$ cat config.mk
export PLATFORM = sky130hd
export DESIGN_NAME = router_xbar_reg
export DESIGN_NICKNAME = d
export VERILOG_FILES = /design/src/rtl/router_xbar_pkg.sv /design/src/rtl/xbar_skid_buf.sv /design/src/rtl/router_xbar_reg.sv
export SDC_FILE = /design/constraint.sdc
export NUM_CORES = 1
export LEC_CHECK = 0
export BUFFER_PORTS_ARGS = -buffer_cell sky130_fd_sc_hd__buf_2
export CAP_MARGIN = 15
export CORE_MARGIN = 1
export CORE_UTILIZATION = 50
export DETAILED_ROUTE_END_ITERATION = 16
export PLACE_DENSITY = 0.86
export SLEW_MARGIN = 20
export SYNTH_ARGS = -nofsm -noshare
export SYNTH_HDL_FRONTEND = slang
export SYNTH_SLANG_ARGS = --single-unit
$ cat constraint.sdc
create_clock -name clk -period 5.5 [get_ports clk]
set_clock_uncertainty 0.15 [all_clocks]
set_input_delay 1.1 -clock clk [delete_from_list [all_inputs] [get_ports clk]]
set_output_delay 1.1 -clock clk [all_outputs]
set_load 0.005 [all_outputs]
$ cat src/rtl/router_xbar_pkg.sv
// Shared constants for the router output-port crossbar: port IDs, idle select code,
// default flit width and a ceil-log2 helper used to validate select widths.
package router_xbar_pkg;

  localparam logic [2:0] W_PORT    = 3'd0;
  localparam logic [2:0] S_PORT    = 3'd1;
  localparam logic [2:0] L_PORT    = 3'd2;
  localparam logic [2:0] N_PORT    = 3'd3;
  localparam logic [2:0] E_PORT    = 3'd4;
  localparam logic [2:0] PORT_IDLE = 3'b111;

  localparam int DATA_WIDTH_DEF = 32;

  function automatic int clog2(input int value);
    int r;
    r = 0;
    while ((1 << r) < value) r++;
    return r;
  endfunction

endpackage

$ cat src/rtl/xbar_skid_buf.sv
// Two-entry in-order flit buffer; entry 0 is the head. Entries at or beyond the
// current count are kept at zero so the head reads 0 whenever the buffer is empty.
module xbar_skid_buf
  import router_xbar_pkg::*;
#(
  parameter int DATA_WIDTH = DATA_WIDTH_DEF
) (
  input  logic                  clk,
  input  logic                  rst,
  input  logic                  push,
  input  logic                  pop,
  input  logic [DATA_WIDTH-1:0] wdata,
  output logic [DATA_WIDTH-1:0] rdata,
  output logic [1:0]            count
);

  logic [DATA_WIDTH-1:0] ent0_q, ent0_d;
  logic [DATA_WIDTH-1:0] ent1_q, ent1_d;
  logic [1:0]            count_q, count_d;
  logic                  do_push, do_pop;

  always_comb begin
    ent0_d  = ent0_q;
    ent1_d  = ent1_q;
    count_d = count_q;
    do_pop  = pop && (count_q != 2'd0);
    do_push = push && (count_q != 2'd2);
    // Pop first so a simultaneous push lands in the slot the pop just freed.
    if (do_pop) begin
      ent0_d  = ent1_q;
      ent1_d  = '0;
      count_d = count_q - 2'd1;
    end
    if (do_push) begin
      if (count_d == 2'd0) ent0_d = wdata;
      else                 ent1_d = wdata;
      count_d = count_d + 2'd1;
    end
  end

  always_ff @(posedge clk) begin
    if (rst) begin
      ent0_q  <= '0;
      ent1_q  <= '0;
      count_q <= 2'd0;
    end else begin
      ent0_q  <= ent0_d;
      ent1_q  <= ent1_d;
      count_q <= count_d;
    end
  end

  assign rdata = ent0_q;
  assign count = count_q;

endmodule

$ cat src/rtl/router_xbar_reg.sv
// Output-port crossbar: decodes the arbiter select, muxes the winning flit into a
// skid buffer and acks the winner. Optional counters under ROUTER_XBAR_STATS_EN.
module router_xbar_reg
  import router_xbar_pkg::*;
#(
  parameter int NUM_PORTS  = 5,
  parameter int DATA_WIDTH = DATA_WIDTH_DEF,
  parameter int SEL_W      = 3
) (
  input  logic                            clk,
  input  logic                            rst,
  input  logic [SEL_W-1:0]                sel_in,
  input  logic                            sel_valid,
  input  logic [NUM_PORTS*DATA_WIDTH-1:0] data_in,
  output logic [NUM_PORTS-1:0]            in_ack,
  output logic [DATA_WIDTH-1:0]           dataout,
  output logic                            validout,
  input  logic                            ready_in,
  output logic [1:0]                      occupancy
`ifdef ROUTER_XBAR_STATS_EN
  ,
  output logic [15:0]                     flit_cnt,
  output logic [15:0]                     stall_cnt
`endif
);

  // At least one select code must be left over to mean idle.
  if (SEL_W < clog2(NUM_PORTS + 1)) begin : g_sel_w_check
    $error("router_xbar_reg: SEL_W too narrow for NUM_PORTS");
  end

  localparam logic [SEL_W:0] NUM_PORTS_W = (SEL_W + 1)'(NUM_PORTS);

  logic                  hit, push, pop;
  logic [1:0]            count;
  logic [DATA_WIDTH-1:0] mux_data;

  assign hit = sel_valid && ({1'b0, sel_in} < NUM_PORTS_W);
  // Acceptance looks only at the registered count, keeping ready_in off the ack path.
  assign push = hit && !rst && (count != 2'd2);
  assign pop  = validout && ready_in;

  always_comb begin
    mux_data = '0;
    in_ack   = '0;
    for (int p = 0; p < NUM_PORTS; p++) begin
      if (sel_in == SEL_W'(p)) begin
        mux_data  = data_in[p*DATA_WIDTH +: DATA_WIDTH];
        in_ack[p] = push;
      end
    end
  end

  xbar_skid_buf #(
    .DATA_WIDTH (DATA_WIDTH)
  ) u_skid (
    .clk   (clk),
    .rst   (rst),
    .push  (push),
    .pop   (pop),
    .wdata (mux_data),
    .rdata (dataout),
    .count (count)
  );

  assign validout  = (count != 2'd0);
  assign occupancy = count;

`ifdef ROUTER_XBAR_STATS_EN
  logic [15:0] flit_cnt_q, flit_cnt_d;
  logic [15:0] stall_cnt_q, stall_cnt_d;

  always_comb begin
    flit_cnt_d  = flit_cnt_q;
    stall_cnt_d = stall_cnt_q;
    if (pop) flit_cnt_d = flit_cnt_q + 16'd1;
    if (hit && (count == 2'd2) && (stall_cnt_q != 16'hFFFF))
      stall_cnt_d = stall_cnt_q + 16'd1;
  end

  always_ff @(posedge clk) begin
    if (rst) begin
      flit_cnt_q  <= '0;
      stall_cnt_q <= '0;
    end else begin
      flit_cnt_q  <= flit_cnt_d;
      stall_cnt_q <= stall_cnt_d;
    end
  end

  assign flit_cnt  = flit_cnt_q;
  assign stall_cnt = stall_cnt_q;
`endif

endmodule
* Yosys cells after proc, flatten, opt, wreduce, memory -nomap -nowiden
Index checks and enable logic that the tools add are counted.
** Word-level totals
- Output and inout port bits :: 40
- Bits in registers :: 66
- Input port bits :: 167
- Word-level logic and storage cells :: 39
** Cells by class
- Mux-type cells :: 18
- Add/sub/neg operators :: 2
- Reduce and logical (&&, ||, !) cells :: 10
- Magnitude comparators :: 1
- Equal/unequal tests :: 5
** Operators by type and width (number)
- $mux 32 :: 11
- $eq 3x2->1 const B :: 2
- $logic_and 1x1->1 :: 6
- $mux 1 :: 5
- $mux 2 :: 2
- $eq 3x1->1 const B :: 1
- $eq 3x3->1 const B :: 1
- $logic_not 3->1 :: 1
- $lt 3x3->1 const B :: 1
- $add 2x1->2 const B :: 1
- $logic_not 2->1 :: 1
- $ne 2x2->1 const B :: 1
- $reduce_bool 2->1 :: 1
- $sub 2x1->2 const B :: 1
- $logic_not 1->1 :: 1

* Depth between registers and ports, before layout
- Word-level depth :: 8
- Depth in mapped cells :: 11
- Mapped depth without buffers :: 9

* By module
A second synthesis with hierarchy kept.
** Second synthesis, totals
- Cell total of the unflattened synthesis :: 533
- Area, all modules :: 4644.5 sq um
** Modules (own cells, without submodules)
- xbar_skid_buf :: instances 1, cells each 350, area each 3201.8 sq um
- router_xbar_reg :: instances 1, cells each 183, area each 1442.6 sq um

* Least setup slack after synthesis
No wires, ideal clock.
- Path type :: input-to-output
- Start point :: input rst
- End point :: output in_ack[4]
- Path buffers :: 1
- Data required time :: 4.250 ns
- Stages :: 4
- Setup slack :: 2.341 ns
- Data arrival time :: 1.909 ns
- Cell sequence :: buf_6 -> nor3b_4 -> nand2b_1 -> nor3b_1
** Between the ends
- Longest elaborated chain between the ends :: 4
** RTL lines
- start, declared :: RTL line router_xbar_reg.sv:11 : input logic rst,
- $logic_not 1->1 :: RTL line router_xbar_reg.sv:40 : assign push = hit && !rst && (count != 2'd2);
- $logic_and 1x1->1 (2 in series) :: RTL line router_xbar_reg.sv:40
- $mux 1 :: RTL line router_xbar_reg.sv:47 : if (sel_in == SEL_W'(p)) begin
- end, declared :: RTL line router_xbar_reg.sv:15 : output logic [NUM_PORTS-1:0] in_ack,
No other way between the ends.

* Final worst setup path
Ends and elaborated chain as after synthesis.

==> summary.md <==
| Metric | Value |
|---|---|
| I/O Pins | `207` |
| DR DRC count | `0` |
| Port bufs | `206` |
| Top FF cell, synth | `dfxtp_1` |
| CTS tree | `done` |
| Clock network fraction of design power | `24.8%` |
| Standard-cell rows | `32` |
| Final slew viol count | `0` |
| Setup tns final | `0 ns` |
| Cts repair resizes | `0` |
| DRT iter0 DRCs | `133` |
| Slew Limit Headroom | `36.3%` |
| Area of the multi-input gates | `2550 um^2` |
| Ys async rst share | `0%` |
| Yosys warns | `0` |
| Final setup vio count | `0` |
| Vias in the first global route | `around 4200` |
| Clock Tree Root | `clkbuf_8` |
| Cell count after synthesis | `497` |
| Max-Cap Viols | `0` |
| Largest area contributor in the netlist | `dfxtp_1` |
| First-pass GRT wire length | `18.7 mm` |
| Int Power | `between 1000 and 1500 uW` |
| CP max FO | `36` |
| Post-synth EDFFs | `0` |
| Startpoint Class | `primary input` |
| Core ar. | `7890 um^2` |
| Vias per Instance | `5.51` |
| Final hold vios | `0` |
| P per Cell Area | `between 300 and 400 nW/um^2` |
| Fmax | `272 MHz` |
| Fraction of layout cells with a size suffix above 1 | `40.9%` |
| Hold Crit Depth | `2` |
| Sequential group share of total power | `36.9%` |
| Final GP Congestion | `0.758` |
| Syn Std Cell Area | `4170 um^2` |
| Unique cell type count in the Yosys netlist | `33` |
| Post-CTS Hold Fix Bufs | `0` |
| Fin crit share | `66.8%` |
| VDD IR-drop max | `154 uV` |
| CP required | `around 4.3 ns` |
| Total clock buffers created by CTS | `9` |
| Starting Density | `between 50% and 60%` |
| Wirelength per Cell | `14.8 um` |
| Register area share after synthesis | `31.7%` |
| Logic gate share of total power | `38.4%` |
| CTS clk-pin slew, worst paths | `0.07 ns` |
| CTS H-tree depth | `3` |
| R2r worst-path depth | `7` |
| All-Layer GR Usage | `27.3%` |
| Grt total ovfl | `0` |
| Initial antenna violation count | `0` |
| Layout area overhead | `26.7%` |
| Detail Route Antenna Nets | `0` |
| Register area | `1320 um^2` |
| Die height | `93.3 um` |
| Largest net degree at the start of global routing | `65` |
| RSZ-0062 raised after global routing | `false` |
| Routed wire length | `11.5 mm` |
| Detailed placer's ending HPWL | `8.14 mm` |
| Clk Latency, worst-skew pair | `0.33 ns` |
| Sw Ratio | `36.0%` |
| Final-layout worst hold slack | `0.312 ns` |
| Element type at the critical path end | `primary output` |
| Nets | `about 840` |
| Yosys reg bits | `66` |
| Clk sinks | `66` |
| N_diodes | `0` |
| Syn Nets | `around 670` |
| P_sw | `593 uW` |
| Synth cell count leaders | `71 x nor2_1, 66 x dfxtp_1, 66 x nand2_1` |
| Arrival time worst endpoint | `2.43 ns` |
| DRT Pass-1 Iters | `4` |
| Most common cell in the netlist | `nor2_1` |
| Least-Margin Pin Slew | `0.955 ns` |
| Setup bufs post-CTS | `0` |
| CTS max path bufs | `2` |
| Syn Area/Cell | `8.39 um^2` |
| Top-area cell type share of the netlist area | `31.7%` |
| Top cells by area, synth | `dfxtp_1 32%, mux2i_1 15%, nor2_1 6.4%` |
| Placed insts | `764` |
| WS Path Type | `in -> out` |
| Leak Pwr | `between 0.002 and 0.0025 uW` |
| Filler Cells Inserted | `between 600 and 700` |
| Post-layout minimum cycle time | `roughly 3.7 ns` |
| Layout Cells excl Fill | `780` |
| Status | `completed` |
| Die footprint | `approximately 8700 um^2` |
| HP Class | `reg -> reg` |
| Die width | `93.3 um` |
| Via count | `between 4000 and 5000` |
==> path summary, 6_finish.rpt <==
check                                      start                to  slack (ns)
worst max-delay path                         rst         in_ack[4]        1.82
worst min-delay path            u_skid.ent1_q[8]  u_skid.ent1_q[8]        0.31
worst max register to register   u_skid.count[0]   u_skid.rdata[8]        2.40
worst min register to register  u_skid.ent1_q[8]  u_skid.ent1_q[8]        0.31
==> sequential cells by signal, summed over array words and instances (netlist names) <==
signal	cells
u_skid.count	2
u_skid.ent1_q	32
u_skid.rdata	32
==> metal layers <==
layer / track usage (%) / wire, um / vias to the layer above
met5: 0 / 0 / -
li1: - / - / 2110
met1: 31.3 / 4670 / 1980
met4: 10.1 / 223 / 0
met2: 50.6 / 5850 / 186
met3: 4.23 / 777 / 20
==> cells in the final DEF (no fill, tap or decap) <==
cell	n
ha_1	3
buf_4	7
clkbuf_1	3
o31ai_1	1
and3_2	1
o21ai_2	1
or2_1	1
a31o_2	2
xor2_1	1
buf_2	205
nand3_4	1
nor2b_4	1
bufinv_16	1
nand3_1	32
nand3b_4	1
nor2_4	1
clkinv_2	1
o21ai_0	29
a21oi_2	30
a31o_1	30
a21oi_1	3
o21ai_1	3
a211oi_1	20
mux2i_1	64
dfxtp_1	66
nand2_1	66
clkbuf_8	11
nand2b_1	3
xnor2_1	1
nor2_1	70
nor3b_1	1
inv_1	3
nor3b_4	2
a211oi_2	12
and2_1	1
==> critical path, stage by stage <==
cell	delay [ns]
buf_2	0.34
nor3b_4	0.48
nand2b_1	0.16
nor3b_1	0.19
buf_2	0.14
==> area by class of cell <==
class	instances	area share, %
sequential	66	25.0
multi-input combinational	381	48.2
clock buffer	14	3.08
tap	102	2.42
timing repair buffer	212	20.4
inverter	3	0.213
clock inverter	2	0.663
==> power groups by stage <==
stage / logic [uW] / registers, uW / clock network [uW]
2_1_floorplan: 440 / 616 / 0
3_3_place_gp: 615 / 611 / 0
3_5_place_dp: 636 / 617 / 0
4_1_cts: 638 / 607 / 414
5_1_grt: 701 / 616 / 444
6_report: 632 / 607 / 407
==> stage by stage <==
| step | setup WS [ns] | util (%) | total power, uW | instance area, um^2 |
|---|---|---|---|---|
| global route | 1.70 | 67.0 | 1760 | 5280 |
| finish | 1.82 | 67.0 | 1650 | 5280 |
| detailed placement | 1.82 | 64.5 | 1250 | 5090 |
| floorplan | 2.34 | - | 1060 | 4170 |
| CTS | 1.82 | 67.0 | 1660 | 5280 |
| global placement | 1.86 | 64.5 | 1230 | 5090 |
==> kinds of logic (layout without fill, tap and decap cells) <==
| kind of cell | count (synthesis) | in the layout | share of synthesized area (%) |
|---|---|---|---|
| simple gates | 181 | 181 | 19.2 |
| compound gates | 131 | 131 | 24.8 |
| flops | 66 | 66 | 31.7 |
| mux | 64 | 64 | 15.4 |
| buf+inv | 50 | 231 | 7.65 |
| fa+ha+maj | 3 | 3 | 0.900 |
| xor+xnor | 2 | 2 | 0.420 |
Power figures use the tool's default switching activity.
